File: config.mk
export PLATFORM = sky130hd
export DESIGN_NAME = button_conditioner_flat
export DESIGN_NICKNAME = d
export VERILOG_FILES = /design/src/rtl/lock_pkg.sv /design/src/rtl/button_conditioner_if.sv /design/src/rtl/btn_debounce.sv /design/src/rtl/button_conditioner.sv /design/src/flat_wrapper.sv
export SDC_FILE = /design/constraint.sdc
export NUM_CORES = 1
export LEC_CHECK = 0
export ABC_CLOCK_PERIOD_IN_PS = 1070
export CORE_MARGIN = 8
export CORE_UTILIZATION = 48
export CTS_BUF_LIST = sky130_fd_sc_hd__clkbuf_8
export DETAILED_ROUTE_END_ITERATION = 12
export MAX_ROUTING_LAYER = met4
export PLACE_DENSITY_LB_ADDON = 0.08
export SYNTH_ARGS = -nofsm -noshare
export SYNTH_HDL_FRONTEND = slang
export SYNTH_SLANG_ARGS = --single-unit
File: constraint.sdc
create_clock -name clk -period 1.07 [get_ports clk]
set_input_delay 0.214 -clock clk [delete_from_list [all_inputs] [get_ports clk]]
set_output_delay 0.214 -clock clk [all_outputs]
set_load 0.02 [all_outputs]
File: src/rtl/lock_pkg.sv
// Shared types and default constants for the electronic-lock front end.
// The FSM state type is also used by the debug port of button_conditioner_if.
package lock_pkg;

    typedef enum logic [1:0] {
        IDLE     = 2'd0,
        HELD     = 2'd1,
        CONFLICT = 2'd2
    } lock_state_e;

    localparam int SYNC_STAGES_DEF     = 2;
    localparam int DEBOUNCE_CYCLES_DEF = 4;
    localparam int TIMEOUT_CYCLES_DEF  = 1000;

endpackage

File: src/rtl/button_conditioner_if.sv
// Signal bundle between the raw key inputs and the conditioned strobes.
// master: the conditioner; slave: the key source and strobe consumer.
interface button_conditioner_if;
    import lock_pkg::*;

    // No valid/ready here: b0/b1/seq_clear are self-timed one-cycle strobes
    // that the consumer must take in the cycle they are high.
    logic        btn0_raw;
    logic        btn1_raw;
    logic        b0;
    logic        b1;
    logic        conflict;
    logic        seq_clear;
    lock_state_e state_dbg;

    modport master (
        input  btn0_raw,
        input  btn1_raw,
        output b0,
        output b1,
        output conflict,
        output seq_clear,
        output state_dbg
    );

    modport slave (
        output btn0_raw,
        output btn1_raw,
        input  b0,
        input  b1,
        input  conflict,
        input  seq_clear,
        input  state_dbg
    );

endinterface

File: src/rtl/btn_debounce.sv
// Synchroniser chain plus debounce counter for one raw push-button.
// The debounced level only flips after DEBOUNCE_CYCLES consecutive differing samples.
module btn_debounce #(
    parameter int SYNC_STAGES     = 2,
    parameter int DEBOUNCE_CYCLES = 4
) (
    input  logic clk,
    input  logic reset,
    input  logic raw,
    output logic level
);

    localparam int CW = $clog2(DEBOUNCE_CYCLES + 1);

    logic [SYNC_STAGES-1:0] sync_q;
    logic [SYNC_STAGES-1:0] sync_d;
    logic [CW-1:0]          cnt_q;
    logic [CW-1:0]          cnt_d;
    logic                   level_q;
    logic                   level_d;
    logic                   sync_bit;

    assign sync_d   = {sync_q[SYNC_STAGES-2:0], raw};
    assign sync_bit = sync_q[SYNC_STAGES-1];

    always_comb begin
        cnt_d   = '0;
        level_d = level_q;
        if (sync_bit != level_q) begin
            if (cnt_q == CW'(DEBOUNCE_CYCLES - 1)) begin
                level_d = ~level_q;
            end else begin
                cnt_d = cnt_q + 1'b1;
            end
        end
    end

    always_ff @(posedge clk or negedge reset) begin
        if (!reset) begin
            sync_q  <= '0;
            cnt_q   <= '0;
            level_q <= 1'b0;
        end else begin
            sync_q  <= sync_d;
            cnt_q   <= cnt_d;
            level_q <= level_d;
        end
    end

    assign level = level_q;

endmodule

File: src/rtl/button_conditioner.sv
// Turns two bouncy keys into single-cycle, mutually exclusive b0/b1 strobes.
// Optional entry timeout (seq_clear) is built only when BUTTON_TIMEOUT_EN is defined.
module button_conditioner
    import lock_pkg::*;
#(
    parameter int SYNC_STAGES     = SYNC_STAGES_DEF,
    parameter int DEBOUNCE_CYCLES = DEBOUNCE_CYCLES_DEF,
    parameter int TIMEOUT_CYCLES  = TIMEOUT_CYCLES_DEF
) (
    input  logic                 clk,
    input  logic                 reset,
    button_conditioner_if.master bus
);

    if (SYNC_STAGES < 2 || DEBOUNCE_CYCLES < 1 || TIMEOUT_CYCLES < 1) begin : g_bad_params
        $error("button_conditioner: parameter out of range");
    end

    logic lvl0;
    logic lvl1;

    btn_debounce #(
        .SYNC_STAGES    (SYNC_STAGES),
        .DEBOUNCE_CYCLES(DEBOUNCE_CYCLES)
    ) u_deb0 (
        .clk  (clk),
        .reset(reset),
        .raw  (bus.btn0_raw),
        .level(lvl0)
    );

    btn_debounce #(
        .SYNC_STAGES    (SYNC_STAGES),
        .DEBOUNCE_CYCLES(DEBOUNCE_CYCLES)
    ) u_deb1 (
        .clk  (clk),
        .reset(reset),
        .raw  (bus.btn1_raw),
        .level(lvl1)
    );

    lock_state_e state_q;
    lock_state_e state_d;
    logic        held1_q;
    logic        held1_d;
    logic        b0_q;
    logic        b0_d;
    logic        b1_q;
    logic        b1_d;
    logic        conflict_c;

    always_ff @(posedge clk or negedge reset) begin
        if (!reset) begin
            state_q <= IDLE;
            held1_q <= 1'b0;
            b0_q    <= 1'b0;
            b1_q    <= 1'b0;
        end else begin
            state_q <= state_d;
            held1_q <= held1_d;
            b0_q    <= b0_d;
            b1_q    <= b1_d;
        end
    end

    // held1_q remembers which key owns HELD so a hand-over to the other key is a conflict.
    always_comb begin
        state_d = state_q;
        held1_d = held1_q;
        case (state_q)
            IDLE: begin
                if (lvl0 && lvl1) begin
                    state_d = CONFLICT;
                end else if (lvl0 || lvl1) begin
                    state_d = HELD;
                    held1_d = lvl1;
                end
            end
            HELD: begin
                if (held1_q ? lvl0 : lvl1) begin
                    state_d = CONFLICT;
                end else if (!lvl0 && !lvl1) begin
                    state_d = IDLE;
                end
            end
            CONFLICT: begin
                if (!lvl0 && !lvl1) begin
                    state_d = IDLE;
                end
            end
            default: state_d = IDLE;
        endcase
    end

    always_comb begin
        b0_d       = 1'b0;
        b1_d       = 1'b0;
        conflict_c = 1'b0;
        case (state_q)
            IDLE: begin
                b0_d = lvl0 & ~lvl1;
                b1_d = lvl1 & ~lvl0;
            end
            CONFLICT: conflict_c = 1'b1;
            default: ;
        endcase
    end

    assign bus.b0        = b0_q;
    assign bus.b1        = b1_q;
    assign bus.conflict  = conflict_c;
    assign bus.state_dbg = state_q;

`ifdef BUTTON_TIMEOUT_EN
    localparam int TW = $clog2(TIMEOUT_CYCLES + 1);

    logic [TW-1:0] tcnt_q;
    logic [TW-1:0] tcnt_d;
    logic          armed_q;
    logic          armed_d;
    logic          clr_q;
    logic          clr_d;

    // A strobe being issued this cycle takes priority over an expiring timeout.
    always_comb begin
        tcnt_d  = tcnt_q;
        armed_d = armed_q;
        clr_d   = 1'b0;
        if (b0_d || b1_d) begin
            tcnt_d  = '0;
            armed_d = 1'b1;
        end else if (armed_q && state_q == IDLE) begin
            if (tcnt_q == TW'(TIMEOUT_CYCLES - 1)) begin
                tcnt_d  = '0;
                armed_d = 1'b0;
                clr_d   = 1'b1;
            end else begin
                tcnt_d = tcnt_q + 1'b1;
            end
        end
    end

    always_ff @(posedge clk or negedge reset) begin
        if (!reset) begin
            tcnt_q  <= '0;
            armed_q <= 1'b0;
            clr_q   <= 1'b0;
        end else begin
            tcnt_q  <= tcnt_d;
            armed_q <= armed_d;
            clr_q   <= clr_d;
        end
    end

    assign bus.seq_clear = clr_q;
`else
    assign bus.seq_clear = 1'b0;
`endif

endmodule

File: src/flat_wrapper.sv
// flat-port wrapper written by rule: the top's interface ports become plain ports
module button_conditioner_flat import lock_pkg::*;
#(
    parameter int SYNC_STAGES     = SYNC_STAGES_DEF,
    parameter int DEBOUNCE_CYCLES = DEBOUNCE_CYCLES_DEF,
    parameter int TIMEOUT_CYCLES  = TIMEOUT_CYCLES_DEF
)
  (clk, reset, bus_btn0_raw, bus_btn1_raw, bus_b0, bus_b1, bus_conflict, bus_seq_clear, bus_state_dbg);
  button_conditioner_if bus_i ();
  input  logic clk;
  input  logic reset;
  input wire logic [$bits(bus_i.btn0_raw)-1:0] bus_btn0_raw;
  input wire logic [$bits(bus_i.btn1_raw)-1:0] bus_btn1_raw;
  output wire logic [$bits(bus_i.b0)-1:0] bus_b0;
  output wire logic [$bits(bus_i.b1)-1:0] bus_b1;
  output wire logic [$bits(bus_i.conflict)-1:0] bus_conflict;
  output wire logic [$bits(bus_i.seq_clear)-1:0] bus_seq_clear;
  output wire logic [$bits(bus_i.state_dbg)-1:0] bus_state_dbg;
  assign bus_i.btn0_raw = bus_btn0_raw;
  assign bus_i.btn1_raw = bus_btn1_raw;
  assign bus_b0 = bus_i.b0;
  assign bus_b1 = bus_i.b1;
  assign bus_conflict = bus_i.conflict;
  assign bus_seq_clear = bus_i.seq_clear;
  assign bus_state_dbg = bus_i.state_dbg;
  button_conditioner #(.SYNC_STAGES(SYNC_STAGES), .DEBOUNCE_CYCLES(DEBOUNCE_CYCLES), .TIMEOUT_CYCLES(TIMEOUT_CYCLES)) u_core (.clk(clk), .reset(reset), .bus(bus_i));
endmodule
==> impl_metrics.env, run 1 <==
export IMPL_status="finished with violations"
export IMPL_violations="setup timing"
export IMPL_synth_compound_area_frac=0.05970
export IMPL_r2r_slack_ns=-0.09
export IMPL_avgSynthCellArea_um2=13.41
export IMPL_rsz0062_at_grt="yes"
export IMPL_cp_max_fo=3
export IMPL_dieHeight_um=53.38
export IMPL_fmax_ghz=0.8508
export IMPL_h_tree_depth=1
export IMPL_ios=10
export IMPL_syn_to_final_growth_pct=42.54
export IMPL_p_leak_nw=0.4370
export IMPL_antenna_found_initial=0
export IMPL_worstSetupPathType="reg -> out"
export IMPL_yosysWarnings=0
export IMPL_grt_max_degree=18
export IMPL_clockBufferDepth=2
export IMPL_synth_mux_area_frac=0.03358
export IMPL_vias=432
export IMPL_gp_congestion=0.6533
export IMPL_critPathCaptureType="primary output"
export IMPL_holdWs_ns=0.2809
export IMPL_gr_max_usage_layer="met2"
export IMPL_final_nets=76
export IMPL_ir_drop_v=0.001521
export IMPL_start_util=0.5154
export IMPL_dp_cells=77
export IMPL_synth_seq_cells=17
export IMPL_synth_fa_ha_area_frac=0.03731
export IMPL_slew_viol_final=0
export IMPL_worstPathRequired_ns=0.86
export IMPL_wl_um=1495
export IMPL_hpwl_um=1056
export IMPL_synthDistinctLibCells=20
export IMPL_p_seq_frac=0.381
export IMPL_drive_gt1_frac=0.5942
export IMPL_power_total_mw=2.805
export IMPL_postRouteAntennaNets=0
export IMPL_internal_power_mw=1.743
export IMPL_grt_pass1_vias=496
export IMPL_p_clk_frac=0.170
export IMPL_port_buffers=8
export IMPL_dr_pass1_iters=1
export IMPL_yosysSeqAreaShare=0.6343
export IMPL_post_place_ws_ns=-0.2895
export IMPL_arrival_ns=0.96
export IMPL_fin_crit_sh=1.098
export IMPL_n_antenna_cell=0
export IMPL_synth_xor_area_frac=0.02612
export IMPL_setup_viol_count_final=5
export IMPL_switching_share=0.3787
export IMPL_power_density_mw_per_mm2=2935
export IMPL_fin_ws_ns=-0.1053
export IMPL_grt_usage=0.1227
export IMPL_use_met1=0.1174
export IMPL_min_path_type="in -> async"
export IMPL_slowest_delay_ns=0.43
export IMPL_routedWlPerCell_um=17.80
export IMPL_syn_num_nets=56
export IMPL_met2_usage=0.2285
export IMPL_fin_crit_ns=1.175
export IMPL_cp_cell_sequence="nor2b_2, buf_6"
export IMPL_routed_via_density=5.143
export IMPL_pwr_share_comb=0.449
export IMPL_die_area_mm2=0.002849
export IMPL_final_cell_count_no_fill=84
export IMPL_fp_row_count=13
export IMPL_synth_top_family_by_area="simple AND/OR/NAND/NOR gates"
export IMPL_cts_hold_buffers=0
export IMPL_grt_overflow=0
export IMPL_cts_tree="yes"
export IMPL_cts_clk_slew_worst_paths_ns=0.07
export IMPL_clock_latency_ns=0.25
export IMPL_p_sw_mw=1.063
export IMPL_die_x_um=53.38
export IMPL_worst_path_max_delay_cell="dfrtp_2"
export IMPL_drt_initial_drc_count=0
export IMPL_synthCells=50
export IMPL_grt_use_met3=0.03641
export IMPL_utilization=0.7346
export IMPL_core_area_mm2=0.001301
export IMPL_clkSinkCount=17
export IMPL_post_route_drc_count=0
export IMPL_startpoint_type="register"
export IMPL_syn_area_um2=670.6
export IMPL_hold_viol_final=0
export IMPL_synthSimpleGateAreaFrac=0.1642
export IMPL_cts_buffers=3
export IMPL_maxCapViolCount=0
export IMPL_finClkSkew_ns=0.003298
export IMPL_root_buffer="clkbuf_8"
export IMPL_grt_pass1_wl_um=2408
## cell usage after synthesis
| master | number | area share |
|---|---|---|
| dfrtp_1 | 17 | 0.63 |
| nor3b_1 | 4 | 0.045 |
| nand2b_1 | 3 | 0.028 |
| nor2_1 | 3 | 0.017 |
| a21oi_1 | 2 | 0.015 |
| ha_1 | 2 | 0.037 |
| inv_2 | 2 | 0.011 |
| mux2_1 | 2 | 0.034 |
| nor2b_1 | 2 | 0.019 |
| nor3_1 | 2 | 0.015 |
| xnor2_1 | 2 | 0.026 |
| and3b_1 | 1 | 0.013 |
| buf_4 | 1 | 0.011 |
| buf_6 | 1 | 0.017 |
| conb_1 | 1 | 0.0056 |
| nor4_1 | 1 | 0.0093 |
| nor4_2 | 1 | 0.019 |
| o21ai_0 | 1 | 0.0075 |
| o31a_1 | 1 | 0.013 |
| o41ai_2 | 1 | 0.024 |
## layout make-up
type / instances / area [um^2]
clock buffer: 3 / 41.29
clock inverter: 1 / 5.005
fill: 87 / 345.3
inverter: 2 / 7.507
multi-input combinational: 29 / 317.8
sequential: 17 / 429.2
tap: 15 / 18.77
timing repair buffer: 17 / 136.4
## state kept, by name (all words and copies together), names as in the netlist
signal / count
u_core.u_deb1.level: 1
u_core.u_deb1.cnt_q: 3
u_core.u_deb0.sync_q: 2
u_core.bus.b1: 1
u_core.u_deb0.cnt_q: 3
u_core.bus.b0: 1
u_core.bus.state_dbg: 2
u_core.u_deb1.sync_q: 2
u_core.held1_q: 1
u_core.u_deb0.level: 1
## placed cells by master (no fill, tap or decap)
master and instances:
nor4_1 1, nor3b_1 2, inv_2 2, buf_2 4, clkbuf_8 3, o31a_1 1, conb_1 1, buf_6 3
nor3_2 1, nor3b_2 2, ha_4 1, nand2b_4 1, nor2b_4 1, o21ai_1 1, nor2_2 1, mux2_4 2
nor2_1 2, nor4_2 1, clkinv_2 1, nand2b_1 2, dfrtp_1 14, a21oi_4 1, and3b_1 1, o41ai_2 1
dfrtp_2 3, clkdlybuf4s50_1 3, xnor2_2 2, ha_2 1, nor3_4 1, a21oi_2 1, buf_4 7, nor2b_2 1
## cell families after synthesis
| family | count (synthesis) |
|---|---|
| adders and majority gates | 2 |
| AOI/OAI and AO/OA | 5 |
| buffers and inverters | 4 |
| xor gates and xnor gates | 2 |
| muxes | 2 |
| and+or+nand+nor | 17 |
| other | 1 |
| DFF | 17 |
## worst max-delay path: cells and delay by family, from the launching register on
kind	cells	cell delay, ns
buffers and inverters	1	0.13
AND/OR/NAND/NOR	1	0.15
flip-flops	1	0.43
## through the flow
step / TNS (ns) / area [um^2]
3_5_place_dp: -0.9654 / 815.8
4_1_cts: -0.3710 / 873.3
6_report: -0.2971 / 955.9
5_1_grt: -0.4797 / 955.9
3_3_place_gp: -0.5882 / 815.8
2_1_floorplan: -0.002160 / 690.7
## routing by layer
metal  share of wire  vias up
li1                -      206
met1            0.35      215
met2            0.59        9
met3           0.045        2
met4           0.014        0
met5               0        -
## power by group through the flow
stage	combinational [mW]	sequential, mW	clock (mW)
2_1_floorplan	0.532	1.08	0
3_3_place_gp	0.908	0.993	0
3_5_place_dp	1.02	1.02	0
4_1_cts	1.06	1.02	0.474
5_1_grt	1.36	1.10	0.508
6_report	1.26	1.07	0.477
## final timing paths
kind,from,to,depth (start not counted)
worst max register to register,u_core.bus.state_dbg[0],u_core.bus.state_dbg[1],4
max in group asynchronous,reset,u_core.bus.state_dbg[0],2
worst max-delay path,u_core.bus.state_dbg[0],bus_conflict,2
worst min-delay path,reset,u_core.u_deb1.cnt_q[2],2
min in group clk,u_core.u_deb1.sync_q[0],u_core.u_deb1.sync_q[1],0
worst min register to register,u_core.u_deb1.sync_q[0],u_core.u_deb1.sync_q[1],0
## what timing repair did
action,4_1_cts,5_1_grt
resized for setup,26,15
buffers inserted,2,1
endpoints found under the setup margin,12,11
pin swaps,2,5
endpoints found under the hold margin,0,0
Power figures use the tool's default switching activity.
==> inputs of run 2 (changes only) <==
ABC_CLOCK_PERIOD_IN_PS = not set   (was 1070)
CORE_AREA = 8 8 45 47   (was not set)
CORE_MARGIN = not set   (was 8)
CORE_UTILIZATION = not set   (was 48)
DIE_AREA = 0 0 53 55   (was not set)
clock period = 1.41 ns   (was 1.07 ns; I/O delays follow)
==> run 2 against run 1 <==
Compared with the run above:
- die area grew 2.3%
- critical path depth down 1
- clock-buffer cell count stayed put
- sequential power fell by 28%
- non-clock buffer count is 6 lower
- setup slack improved by 0.25 ns
- utilization shrank 15 points
- clock skew down 0.00090 ns
- largest cell class unchanged
- largest power group is now sequential cells
- the run now ends clean
- wire length fell by 24%
- worst hold slack better by 0.070 ns
- sequential cell count unchanged
==> impl_metrics.env, run 2 (same netlist as run 1, synthesis figures left out) <==
export IMPL_cts_clk_slew_worst_paths_ns=0.06
export IMPL_r2r_start="u_core.u_deb0.cnt_q[0]"
export IMPL_clkSinkCount=17
export IMPL_final_cell_count_no_fill=79
export IMPL_final_common_cell="dfrtp_1"
export IMPL_status="finished, final reports clean"
export IMPL_syn_to_final_growth_pct=20.71
export IMPL_grt_max_degree=18
export IMPL_grt_usage=0.09628
export IMPL_fin_crit_sh=0.8967
export IMPL_finClkSkew_ns=0.002396
export IMPL_antenna_found_initial=0
export IMPL_hpwl_um=900.7
export IMPL_hold_depth=0
export IMPL_maxCapViolCount=0
export IMPL_dp_cells=75
export IMPL_hold_viol_final=0
export IMPL_wl_met3_um=97
export IMPL_worstPathRequired_ns=1.13
export IMPL_fp_row_count=14
export IMPL_rsz0062_at_grt="no"
export IMPL_cp_max_fo=4
export IMPL_met1_length_um=440
export IMPL_p_seq_frac=0.445
export IMPL_n_antenna_cell=0
export IMPL_grt_pass1_wl_um=1959
export IMPL_postRouteAntennaNets=0
export IMPL_crit_start="u_core.bus.state_dbg[0]"
export IMPL_p_leak_nw=0.3879
export IMPL_routed_wl_met2_um=600
export IMPL_root_buffer="clkbuf_8"
export IMPL_final_cell_mix="17 x dfrtp_1, 4 x nor3b_1, 4 x dlygate4sd2_1"
export IMPL_grt_overflow=0
export IMPL_slowest_delay_ns=0.40
export IMPL_cts_tree="yes"
export IMPL_core_area_mm2=0.001384
export IMPL_startpoint_type="register"
export IMPL_ios=10
export IMPL_rr_worst_depth=3
export IMPL_power_density_mw_per_mm2=2124
export IMPL_fin_ws_ns=0.1457
export IMPL_reg2reg_to="u_core.u_deb0.level"
export IMPL_p_sw_uw=612.9
export IMPL_vias=419
export IMPL_slew_viol_final=0
export IMPL_routedWlPerCell_um=14.41
export IMPL_final_nets=70
export IMPL_r2r_slack_ns=0.20
export IMPL_fmax_ghz=0.7910
export IMPL_die_area_mm2=0.002915
export IMPL_min_path_type="reg -> reg"
export IMPL_pwr_share_comb=0.359
export IMPL_gp_congestion=0.6943
export IMPL_cts_buffers=3
export IMPL_p_clk_frac=0.196
export IMPL_clockBufferDepth=2
export IMPL_power_total_mw=1.720
export IMPL_internal_power_mw=1.107
export IMPL_cts_resized=5
export IMPL_setup_viol_count_final=0
export IMPL_nFillCells=118
export IMPL_h_tree_depth=1
export IMPL_cp_cell_sequence="dlygate4sd2_1"
export IMPL_drive_gt1_frac=0.1746
export IMPL_min_from="u_core.u_deb0.sync_q[0]"
export IMPL_cts_setup_buffers=0
export IMPL_port_buffers=8
export IMPL_post_route_drc_count=0
export IMPL_worstSetupPathType="reg -> out"
export IMPL_fin_crit_ns=1.264
export IMPL_highest_layer="met3"
export IMPL_critPathCaptureType="primary output"
export IMPL_cp_num_buf_inv=1
export IMPL_start_util=0.4846
export IMPL_crit_family="flip-flops"
export IMPL_switching_share=0.3564
export IMPL_cts_hold_buffers=0
export IMPL_die_x_um=53
export IMPL_routed_via_density=5.304
export IMPL_worst_path_max_delay_cell="dfrtp_1"
export IMPL_cp_depth=1
export IMPL_whs_endpoint="u_core.u_deb0.sync_q[1]"
export IMPL_clock_latency_ns=0.25
export IMPL_grt_pass1_vias=482
export IMPL_top_regs="u_core.u_deb0.cnt_q x3, u_core.u_deb1.cnt_q x3"
export IMPL_ir_drop_v=0.001153
export IMPL_drt_initial_drc_count=6
export IMPL_dieHeight_um=55
export IMPL_arrival_ns=0.98
export IMPL_post_place_ws_ns=-0.003935
export IMPL_dr_pass1_iters=4
export IMPL_wl_um=1138
-- run 2: cell count changes in the layout (fill, tap and decap cells not counted), sizes merged --
cell / delta
buf: -11
dlygate4sd2: +4
clkbuf: +1
clkinv: -1
inv: +1
-- run 2: worst max path at each step --
stage               slack (ns)          endpoint
floorplan                 0.20      bus_conflict
global placement          0.03      bus_conflict
detailed placement      -0.004      bus_conflict
CTS                      0.006      bus_conflict
global route              0.08  bus_state_dbg[1]
finish                    0.15  bus_state_dbg[0]
-- run 2: metal layers --
layer / up-vias / GRT usage
met5: - / -
met4: 0 / 0.05172
met3: 0 / 0.04813
met2: 11 / 0.1758
met1: 213 / 0.07656
li1: 195 / -
-- run 2: final cells by class --
cell class                      count  area, um^2  area share
Inverter                            2       7.507    0.009274
Multi-Input combinational cell     29       219.0      0.2705
Sequential cell                    17       425.4      0.5255
Clock inverter                      1       3.754    0.004637
Timing Repair Buffer               11       92.59      0.1144
Tap cell                           16       20.02     0.02473
Clock buffer                        3       41.29     0.05100
-- run 2: power by group through the flow --
stage	combinational (mW)	sequential [mW]	clock, mW
floorplan	0.378	0.809	0
global placement	0.619	0.760	0
detailed placement	0.672	0.774	0
CTS	0.631	0.765	0.345
global route	0.690	0.790	0.370
finish	0.617	0.766	0.337
-- run 2: metrics by stage --
step	cell area (um^2)	util	hold slack, ns	TNS, ns
after floorplan	670.6	-	-0.01359	0
after global placement	774.5	0.5597	0.3352	0
after detailed placement	774.5	0.5597	0.3413	-0.003935
after CTS	813.3	0.5877	0.3543	0
after global routing	809.5	0.5850	0.3564	0
final	809.5	0.5850	0.3513	0
==> inputs of run 3 (changes only) <==
--- a/config.mk
+++ b/config.mk
@@ -7,6 +7,6 @@
 export LEC_CHECK = 0
-export CORE_AREA = 8 8 45 47
+export CORE_MARGIN = 8
+export CORE_UTILIZATION = 30
 export CTS_BUF_LIST = sky130_fd_sc_hd__clkbuf_8
 export DETAILED_ROUTE_END_ITERATION = 12
-export DIE_AREA = 0 0 53 55
 export MAX_ROUTING_LAYER = met4
==> constraint.sdc (replaced) <==
create_clock -name clk -period 1.1 [get_ports clk]
set_input_delay 0.22 -clock clk [delete_from_list [all_inputs] [get_ports clk]]
set_output_delay 0.22 -clock clk [all_outputs]
set_load 0.1 [all_outputs]
==> run 3 against run 2 <==
Compared with the run above:
- the flow now finishes with violations (setup timing)
- non-clock buffer count grew 9
- critical path depth grew 1
- clock skew grew 0.0014 ns
- utilization shrank 9.0 points
- design area grew 33%
- worst hold slack lost 0.059 ns
- clock power grew 41%
- via count grew 6.9%
- sequential power grew 41%
- global-route usage shrank 2.8 points
- critical path type unchanged
- critical endpoint is now bus_conflict
==> impl_metrics.env, run 3 (same netlist as run 1, synthesis figures left out) <==
export IMPL_clkSinkCount=17
export IMPL_clockBufferDepth=2
export IMPL_die_area_mm2=0.004004
export IMPL_start_util=0.3091
export IMPL_maxCapViolCount=0
export IMPL_seq_area_um2=436.7
export IMPL_power_total_mw=3.513
export IMPL_violations="setup timing"
export IMPL_gp_congestion=0.7870
export IMPL_p_leak_nw=0.4706
export IMPL_top_regs="u_core.u_deb0.cnt_q x3, u_core.u_deb1.cnt_q x3"
export IMPL_worstPathRequired_ns=0.88
export IMPL_internal_power_mw=2.010
export IMPL_fin_ws_ns=-0.1920
export IMPL_final_cell_mix="12 x dfrtp_1, 8 x buf_4, 6 x buf_12"
export IMPL_arrival_ns=1.07
export IMPL_routedWlPerCell_um=12.67
export IMPL_cts_hold_buffers=0
export IMPL_grt_pass1_wl_um=2132
export IMPL_status="finished with violations"
export IMPL_hold_viol_final=0
export IMPL_routed_via_density=4.480
export IMPL_utilization=0.4954
export IMPL_power_density_mw_per_mm2=3269
export IMPL_grt_overflow=0
export IMPL_critPathCaptureType="primary output"
export IMPL_post_route_drc_count=0
export IMPL_min_path_type="in -> async"
export IMPL_r2r_slack_ns=-0.10
export IMPL_pwr_share_comb=0.557
export IMPL_p_seq_frac=0.308
export IMPL_fin_crit_sh=1.175
export IMPL_cts_buffers=3
export IMPL_dieHeight_um=63.28
export IMPL_cts_tree="yes"
export IMPL_fmax_ghz=0.7740
export IMPL_multiInputGateArea_um2=302.8
export IMPL_antenna_found_initial=0
export IMPL_worstSetupPathType="reg -> out"
export IMPL_port_buffers=8
export IMPL_final_common_cell="dfrtp_1"
export IMPL_finClkSkew_ns=0.003828
export IMPL_ir_drop_v=0.001743
export IMPL_r2r_start="u_core.bus.state_dbg[0]"
export IMPL_switching_share=0.4280
export IMPL_cp_max_fo=3
export IMPL_root_buffer="clkbuf_8"
export IMPL_endpoint="bus_conflict"
export IMPL_fp_row_count=17
export IMPL_post_place_ws_ns=-0.02528
export IMPL_syn_to_final_growth_pct=60.26
export IMPL_core_area_mm2=0.002170
export IMPL_drt_initial_drc_count=4
export IMPL_rsz0062_at_grt="yes"
export IMPL_reg2reg_to="u_core.bus.state_dbg[1]"
export IMPL_vias=448
export IMPL_p_sw_mw=1.504
export IMPL_crit_start="u_core.bus.state_dbg[0]"
export IMPL_die_x_um=63.28
export IMPL_p_clk_frac=0.135
export IMPL_drive_gt1_frac=0.6111
export IMPL_rr_worst_depth=4
export IMPL_grt_max_degree=18
export IMPL_slew_viol_final=0
export IMPL_setup_viol_count_final=8
export IMPL_hpwl_um=790.5
export IMPL_h_tree_depth=1
export IMPL_grt_pass1_vias=483
export IMPL_cts_clk_slew_worst_paths_ns=0.07
export IMPL_grt_usage=0.06854
export IMPL_wl_um=1267
export IMPL_clock_latency_ns=0.25
export IMPL_startpoint_type="register"
export IMPL_final_nets=79
export IMPL_postRouteAntennaNets=0
export IMPL_n_antenna_cell=0
export IMPL_fin_crit_ns=1.292
export IMPL_fin_tns_setup_ns=-0.7236
export IMPL_dr_pass1_iters=4
export IMPL_ios=10
export IMPL_nFillCells=200
run 3: cell count changes in the layout (fill, tap and decap cells not counted), moves of 3 or more:
cell	delta
dfrtp_2	+3
buf_6	+3
buf_4	+5
dlygate4sd2_1	-4
dfrtp_1	-5
buf_12	+6
run 3: metal layers:
| metal | vias up | share of wire | GRT usage |
|---|---|---|---|
| li1 | 215 | - | - |
| met1 | 218 | 0.43 | 0.07261 |
| met2 | 11 | 0.50 | 0.1012 |
| met3 | 4 | 0.052 | 0.02827 |
| met4 | 0 | 0.017 | 0.05014 |
| met5 | - | 0 | - |
run 3: worst min-delay path by stage:
| stage | depth (start not counted) | endpoint | startpoint |
|---|---|---|---|
| 2_1_floorplan | 0 | u_core.bus.b0 | reset |
| 3_3_place_gp | 0 | u_core.u_deb1.sync_q[1] | u_core.u_deb1.sync_q[0] |
| 3_5_place_dp | 0 | u_core.u_deb1.sync_q[1] | u_core.u_deb1.sync_q[0] |
| 4_1_cts | 2 | u_core.u_deb1.cnt_q[0] | reset |
| 5_1_grt | 2 | u_core.u_deb1.cnt_q[0] | reset |
| 6_report | 2 | u_core.u_deb1.cnt_q[0] | reset |
run 3: what timing repair did:
item	CTS	global route
endpoints found under the setup margin	7	14
pin swaps	1	2
setup buffers	5	1
resized for setup	9	6
run 3: critical path: stages, from the launching register on:
cell     delay, ns
dfrtp_4       0.50
nor2b_4       0.13
buf_12        0.18
run 3: power groups by stage:
stage	logic, mW	registers [mW]	clock network, mW
6_report	1.96	1.08	0.474
5_1_grt	2.08	1.12	0.512
2_1_floorplan	0.660	1.44	0
4_1_cts	1.86	1.06	0.486
3_3_place_gp	1.56	1.09	0
3_5_place_dp	1.57	1.09	0
run 3: area by class of cell:
type,count,share of cell area
Inverter,2,0.006985
Timing Repair Buffer,20,0.2270
Tap cell,28,0.03260
Clock inverter,1,0.006985
Multi-Input combinational cell,29,0.2817
Sequential cell,17,0.4063
Clock buffer,3,0.03842
run 3: per-stage QoR:
stage / cells / cell area, um^2 / hold WS [ns]
2_1_floorplan: 50 / 701.9 / -0.07559
6_report: 100 / 1075 / 0.2922
4_1_cts: 99 / 1032 / 0.2925
5_1_grt: 100 / 1075 / 0.2996
3_5_place_dp: 90 / 905.9 / 0.3347
3_3_place_gp: 90 / 905.9 / 0.3349
==> RTL edit 1: new RTL, flow settings as in run 3 <==
Change the package constant `DEBOUNCE_CYCLES_DEF` from 4 to 8.
--- a/src/rtl/lock_pkg.sv
+++ b/src/rtl/lock_pkg.sv
@@ -9,7 +9,7 @@
     } lock_state_e;
 
     localparam int SYNC_STAGES_DEF     = 2;
-    localparam int DEBOUNCE_CYCLES_DEF = 4;
+    localparam int DEBOUNCE_CYCLES_DEF = 8;
     localparam int TIMEOUT_CYCLES_DEF  = 1000;
 
 endpackage
Formal check against the unedited RTL: not equivalent (a bounded check fails within 10 cycles, from zero or initial values and one cycle with reset low).
==> RTL edit 1 against run 3 <==
- the flow still finishes with violations (setup timing)
- critical path depth unchanged
- design area up 18%
- routed wire length up 17%
- register-to-register slack better by 0.02 ns
- core utilization up 1.6 points
- total power down 1.2%
- clock power up 4.4%
- area after synthesis up 17%
- hold slack better by 0.0080 ns
- final cell count up 23%
- sequential cell count up 2
- combinational power down 8%
- worst setup slack worse by 0.013 ns
- largest cell class unchanged
- global-route usage up 1.0 points
==> RTL edit 1: results (changes against run 3) <==
| Metric | Value |
|---|---|
| Worst Setup SP | u_core.bus.state_dbg[0] (unchanged) |
| CTS root buf | clkbuf_8 (unchanged) |
| Top flop regs | u_core.u_deb0.cnt_q x4, u_core.u_deb1.cnt_q x4 (was u_core.u_deb0.cnt_q x3, u_core.u_deb1.cnt_q x3) |
| Post-Place Cells | 114 (was 90) |
| Yosys Warn Count | 0 (unchanged) |
| Ranking of synthesized cells by area | dfrtp_1 60%, nor2_1 4.8%, xnor2_1 4.5% (was dfrtp_1 63%, nor3b_1 4.5%, ha_1 3.7%) |
| Post-synth top cells | 19 x dfrtp_1, 10 x nor2_1, 4 x a21oi_1, 4 x nand2_1, 4 x xnor2_1 (was 17 x dfrtp_1, 4 x nor3b_1, 3 x nand2b_1, 3 x nor2_1) |
| Finished Layout Cells | 123 (was 100) |
| Number of CTS-inserted buffers | 3 (unchanged) |
| Placed inst area | 1070 µm² (was 905.9 µm²) |
| Post-synthesis cell count | 66 (was 50) |
| IO Port Bufs | 8 (unchanged) |
| Clk Latency, worst-skew pair | 0.25 ns (about the same) |
| Peak VDD IR | 0.001424 V (was 0.001743 V) |
| Final setup vio count | 7 (was 8) |
| R2r startpoint | u_core.bus.state_dbg[1] (was u_core.bus.state_dbg[0]) |
| Share of layout cells above drive strength 1 | 0.5806 (was 0.6111) |
| Initial DRC Count | 11 (was 4) |
| Fin Setup TNS | -0.6406 ns (was -0.7236 ns) |
| Status | finished with violations (unchanged) |
| Syn nets | 72 (was 56) |
| Routability cong. | 0.7274 (was 0.7870) |
| Failing checks | setup timing (unchanged) |
| Largest net degree at the start of global routing | 20 (was 18) |
| First-pass GRT wire length | 2.608 mm (was 2.132 mm) |
| Number of global-route vias before repair | 592 (was 483) |
| Hold WC Path Type | input port to async pin (unchanged) |
| WL/cell | 12.09 µm (was 12.67 µm) |
| Clock Skew | 0.002860 ns (was 0.003828 ns) |
| Register area share after synthesis | 0.6041 (was 0.6343) |
| Vias per cell | 4.593 (was 4.480) |
| NumNets Final | 100 (was 79) |
| Final min period | 1.305 ns (was 1.292 ns) |
| Initial antenna violation count | 0 (unchanged) |
| Antenna Cells | 0 (unchanged) |
| CTS HTree Levels | 1 (unchanged) |
| Crit-path max FO | 4 (was 3) |
| Leakage | 0.5587 nW (was 0.4706 nW) |
| Max Buffers Root-to-Sink | 2 (unchanged) |
| CTS clk-pin slew, worst paths | 0.08 ns |
| Hpwl dp | 976.1 µm (was 790.5 µm) |
| Fraction of registers with async set/reset | 1.000 (unchanged) |
| Drt pass-1 iters | 3 (was 4) |
| Data arrival time of the critical path | 1.09 ns (was 1.07 ns) |
| Global Route Usage Sum | 0.07898 (was 0.06854) |
| Setup WS post-layout | -0.2053 ns (was -0.1920 ns) |
| Synth cell types | 21 (was 20) |
[RTL edit 1: cell families after synthesis]
group | after synthesis | synth area share
simple gates | 24 | 0.1447
flops | 19 | 0.6041
compound gates | 7 | 0.05088
mux | 5 | 0.06677
xor+xnor | 4 | 0.04451
fa+ha+maj | 3 | 0.04610
buf+inv | 3 | 0.03816
other cells | 1 | 0.004765
[RTL edit 1: final cells by class]
type,instances,area (µm²)
multi-input combinational,44,401.6
clock inverter,1,7.507
sequential,19,486.7
timing repair buffer,26,292.8
tap,30,37.54
fill,225,1210
clock buffer,3,41.29
[RTL edit 1: final timing paths]
check	end	depth (start not counted)	slack, ns
min	u_core.bus.state_dbg[1]	2	0.30
max	bus_conflict	2	-0.21
max in group asynchronous	u_core.bus.state_dbg[0]	2	0.66
max reg2reg	u_core.bus.state_dbg[1]	3	-0.08
min in group clk	u_core.u_deb0.sync_q[1]	0	0.35
min reg2reg	u_core.u_deb0.sync_q[1]	0	0.35
[RTL edit 1: metal layers]
| layer | GRT usage | vias to the layer above | wire, µm |
|---|---|---|---|
| met5 | - | - | 0 |
| met4 | 0.03133 | 0 | 8 |
| met3 | 0.03642 | 2 | 83 |
| met2 | 0.1338 | 8 | 817 |
| met1 | 0.07707 | 283 | 577 |
| li1 | - | 272 | - |
[RTL edit 1: worst max-delay path, stage by stage (launching register included)]
cell and delay [ns]:
dfrtp_4 0.52, nor2b_4 0.14, buf_12 0.18
[RTL edit 1: power by group]
group          total (W)  internal, W  switching, W  leakage [nW]
combinational    0.00181     0.000886      0.000922         0.298
clock           0.000495     0.000255      0.000240        0.0217
sequential       0.00117     0.000914      0.000253         0.239
[RTL edit 1: through the flow]
| step | util | setup WS, ns |
|---|---|---|
| 3_3_place_gp | 0.4318 | -0.04514 |
| 3_5_place_dp | 0.4318 | -0.07836 |
| 6_report | 0.5116 | -0.2053 |
| 5_1_grt | 0.5116 | -0.2461 |
| 4_1_cts | 0.4732 | -0.2203 |
| 2_1_floorplan | - | -0.3457 |
[RTL edit 1: what timing repair did]
action                     4_1_cts  5_1_grt
buffers inserted                 3        2
gates resized for setup          8       17
pin swaps                        4        8
setup endpoints to repair        5       15
hold buffers                     0        0
cloned                           0        0
==> RTL edit 2: new RTL, config.mk and constraints of run 3 <==
Without the edit above. Build with the macro `BUTTON_TIMEOUT_EN` defined.
--- a/src/rtl/button_conditioner.sv
+++ b/src/rtl/button_conditioner.sv
@@ -1,5 +1,7 @@
 // Turns two bouncy keys into single-cycle, mutually exclusive b0/b1 strobes.
 // Optional entry timeout (seq_clear) is built only when BUTTON_TIMEOUT_EN is defined.
+`define BUTTON_TIMEOUT_EN
+
 module button_conditioner
     import lock_pkg::*;
 #(
Behaviour: no difference found for any inputs over 10 cycles, from zero or initial values and one cycle with reset low; that may be too few to reach the edited logic, so the function may still have changed.
==> RTL edit 2 against run 3 <==
- the run still ends with setup timing left
- worst setup slack lost 0.34 ns
- via count increased by 140%
- core utilization rose by 3.5 points
- final cell count grew 130%
- die area up 68%
- sequential power increased by 48%
- total power increased by 81%
- synthesized cell count is 130% higher
- design area grew 110%
- area after synthesis increased by 94%
- sequential cell count increased by 12
- critical path type is now flop to flop
- routed wire length grew 150%
- hold slack better by 0.0037 ns
==> RTL edit 2: results (changes against run 3) <==
| Metric | Value |
|---|---|
| Compound-cell area share of the yosys netlist | 0.1180 (was 0.05970) |
| Initial antenna violation count | 0 (unchanged) |
| Fill cells | 372 (was 200) |
| Pre-CTS setup slack | -0.5102 ns (was -0.02528 ns) |
| CTS clk-pin slew, worst paths | 0.07 ns (about the same) |
| Setup WS post-layout | -0.5308 ns (was -0.1920 ns) |
| NumNets Final | 181 (was 79) |
| Detailed Route WL | 3.148 mm (was 1.267 mm) |
| Slowest Stage Delay on Critical Path | 0.51 ns |
| Largest net degree at the start of global routing | 30 (was 18) |
| Number of CTS-inserted buffers | 5 (was 3) |
| Xor-xnor portion of the synthesized cell area | 0.06814 (was 0.02612) |
| Max Buffers Root-to-Sink | 2 (unchanged) |
| Clock Skew | 0.006204 ns (was 0.003828 ns) |
| Syn nets | 121 (was 56) |
| Routability cong. | 0.7787 (was 0.7870) |
| Share of layout cells above drive strength 1 | 0.6000 (was 0.6111) |
| Crit-path max FO | 8 (was 3) |
| Antenna Cells | 0 (unchanged) |
| CP top delay family | simple AND/OR/NAND/NOR gates (was flip-flops) |
| First-pass GRT wire length | 5.147 mm (was 2.132 mm) |
| Hpwl dp | 1.959 mm (was 790.5 µm) |
| Post-synth top cells | 29 x dfrtp_1, 11 x o21ai_0, 8 x nand2_1 (was 17 x dfrtp_1, 4 x nor3b_1, 3 x nand2b_1, 3 x nor2_1) |
| CP max-delay cell | or4_4 (was dfrtp_4) |
| CTS root buf | clkbuf_8 (unchanged) |
| Ys flop type | dfrtp_1 (unchanged) |
| Vias | 1089 (was 448) |
| Max_slew headroom | 0.7825 |
| Fraction of registers with async set/reset | 1.000 (unchanged) |
| Top flop regs | u_core.tcnt_q x10, u_core.u_deb0.cnt_q x3, u_core.u_deb1.cnt_q x3 (was u_core.u_deb0.cnt_q x3, u_core.u_deb1.cnt_q x3) |
| Data arrival time of the critical path | 1.80 ns (was 1.07 ns) |
| Clk Latency, worst-skew pair | 0.28 ns (was 0.25 ns) |
| Adder-Cell Fraction of Synth Area | 0.03647 (was 0.03731) |
| CTS HTree Levels | 2 (was 1) |
| Peak VDD IR | 0.001853 V (was 0.001743 V) |
| Mux contribution to synthesized area | 0.02495 (was 0.03358) |
| Register area share after synthesis | 0.5566 (was 0.6343) |
| Failing checks | setup timing (unchanged) |
| Leakage | 0.9632 nW (was 0.4706 nW) |
| Initial DRC Count | 70 (was 4) |
| Final setup vio count | 26 (was 8) |
| Status | finished with violations (unchanged) |
| Hold WC Path Type | input port to async pin (unchanged) |
| IO Port Bufs | 9 (was 8) |
| Ranking of synthesized cells by area | dfrtp_1 56%, o21ai_0 4.2%, ha_1 2.9% (was dfrtp_1 63%, nor3b_1 4.5%, ha_1 3.7%) |
| Drt pass-1 iters | 4 (unchanged) |
| Global Route Usage Sum | 0.1042 (was 0.06854) |
| Synth cell types | 34 (was 20) |
| Yosys Warn Count | 0 (unchanged) |
[RTL edit 2: changes by cell type after synthesis, sizes merged, moves of 3 or more]
| cell | run 3 | this run |
|---|---|---|
| o211ai | 0 | 3 |
| a21oi | 2 | 6 |
| or4 | 0 | 3 |
| dfrtp | 17 | 29 |
| or3 | 0 | 3 |
| o21ai | 1 | 11 |
| nand4 | 0 | 3 |
| nor2 | 3 | 6 |
| xor2 | 0 | 5 |
| nand2 | 0 | 8 |
[RTL edit 2: final timing paths]
kind                                    startpoint                       to  slack [ns]  depth (start not counted)
max                               u_core.tcnt_q[1]         u_core.tcnt_q[5]       -0.53                          6
min                                          reset     u_core.bus.seq_clear        0.30                          2
max reg2reg                       u_core.tcnt_q[1]         u_core.tcnt_q[5]       -0.53                          6
min reg2reg                u_core.u_deb1.sync_q[0]  u_core.u_deb1.sync_q[1]        0.35                          0
max in group asynchronous                    reset  u_core.bus.state_dbg[1]        0.62                          2
min in group clk           u_core.u_deb1.sync_q[0]  u_core.u_deb1.sync_q[1]        0.35                          0
[RTL edit 2: timing repair]
item,4_1_cts,5_1_grt
cloned,0,0
setup buffers,8,13
gates resized for setup,25,25
pin swaps,6,12
endpoints found under the setup margin,25,29
[RTL edit 2: kinds of logic (layout without fill, tap and decap cells)]
kind of cell,after synthesis,count (layout)
multiplexers,3,3
AND/OR/NAND/NOR,41,41
buffers and inverters,4,65
XOR/XNOR,8,8
flip-flops,29,29
adder cells (fa/ha/maj),4,4
AO/OA/AOI/OAI,25,25
[RTL edit 2: cell type report]
class / count / share of cell area
Sequential cell: 29 / 0.3272
Clock buffer: 5 / 0.03045
Inverter: 1 / 0.001661
Clock inverter: 3 / 0.009967
Tap cell: 52 / 0.02879
Multi-Input combinational cell: 81 / 0.3350
Timing Repair Buffer: 56 / 0.2669
[RTL edit 2: metal layers]
metal / share of wire / routed length [µm] / GRT usage / up-vias
li1: - / - / - / 529
met1: 0.41 / 1286 / 0.1099 / 541
met2: 0.54 / 1706 / 0.1736 / 13
met3: 0.030 / 96 / 0.03392 / 6
met4: 0.019 / 59 / 0.04737 / 0
met5: 0 / 0 / - / -
[RTL edit 2: report_power, final]
| group | switching, W | total [W] | internal, W |
|---|---|---|---|
| logic | 0.00185 | 0.00388 | 0.00202 |
| registers | 0.000262 | 0.00160 | 0.00133 |
| clock network | 0.000447 | 0.000890 | 0.000443 |
| total | 0.00256 | 0.00636 | 0.00380 |
[RTL edit 2: stage by stage]
stage               power [W]  instances  setup TNS [ns]  hold slack, ns  instance area, µm²
detailed placement   0.004164        198          -6.474          0.3373                1762
floorplan            0.003181        114          -5.477        -0.07559                1360
global route         0.006704        227          -9.011          0.3135                2260
global placement     0.004122        198          -5.705          0.3331                1762
CTS                  0.005555        214          -7.262          0.3007                2008
finish               0.006361        227          -7.601          0.2959                2260
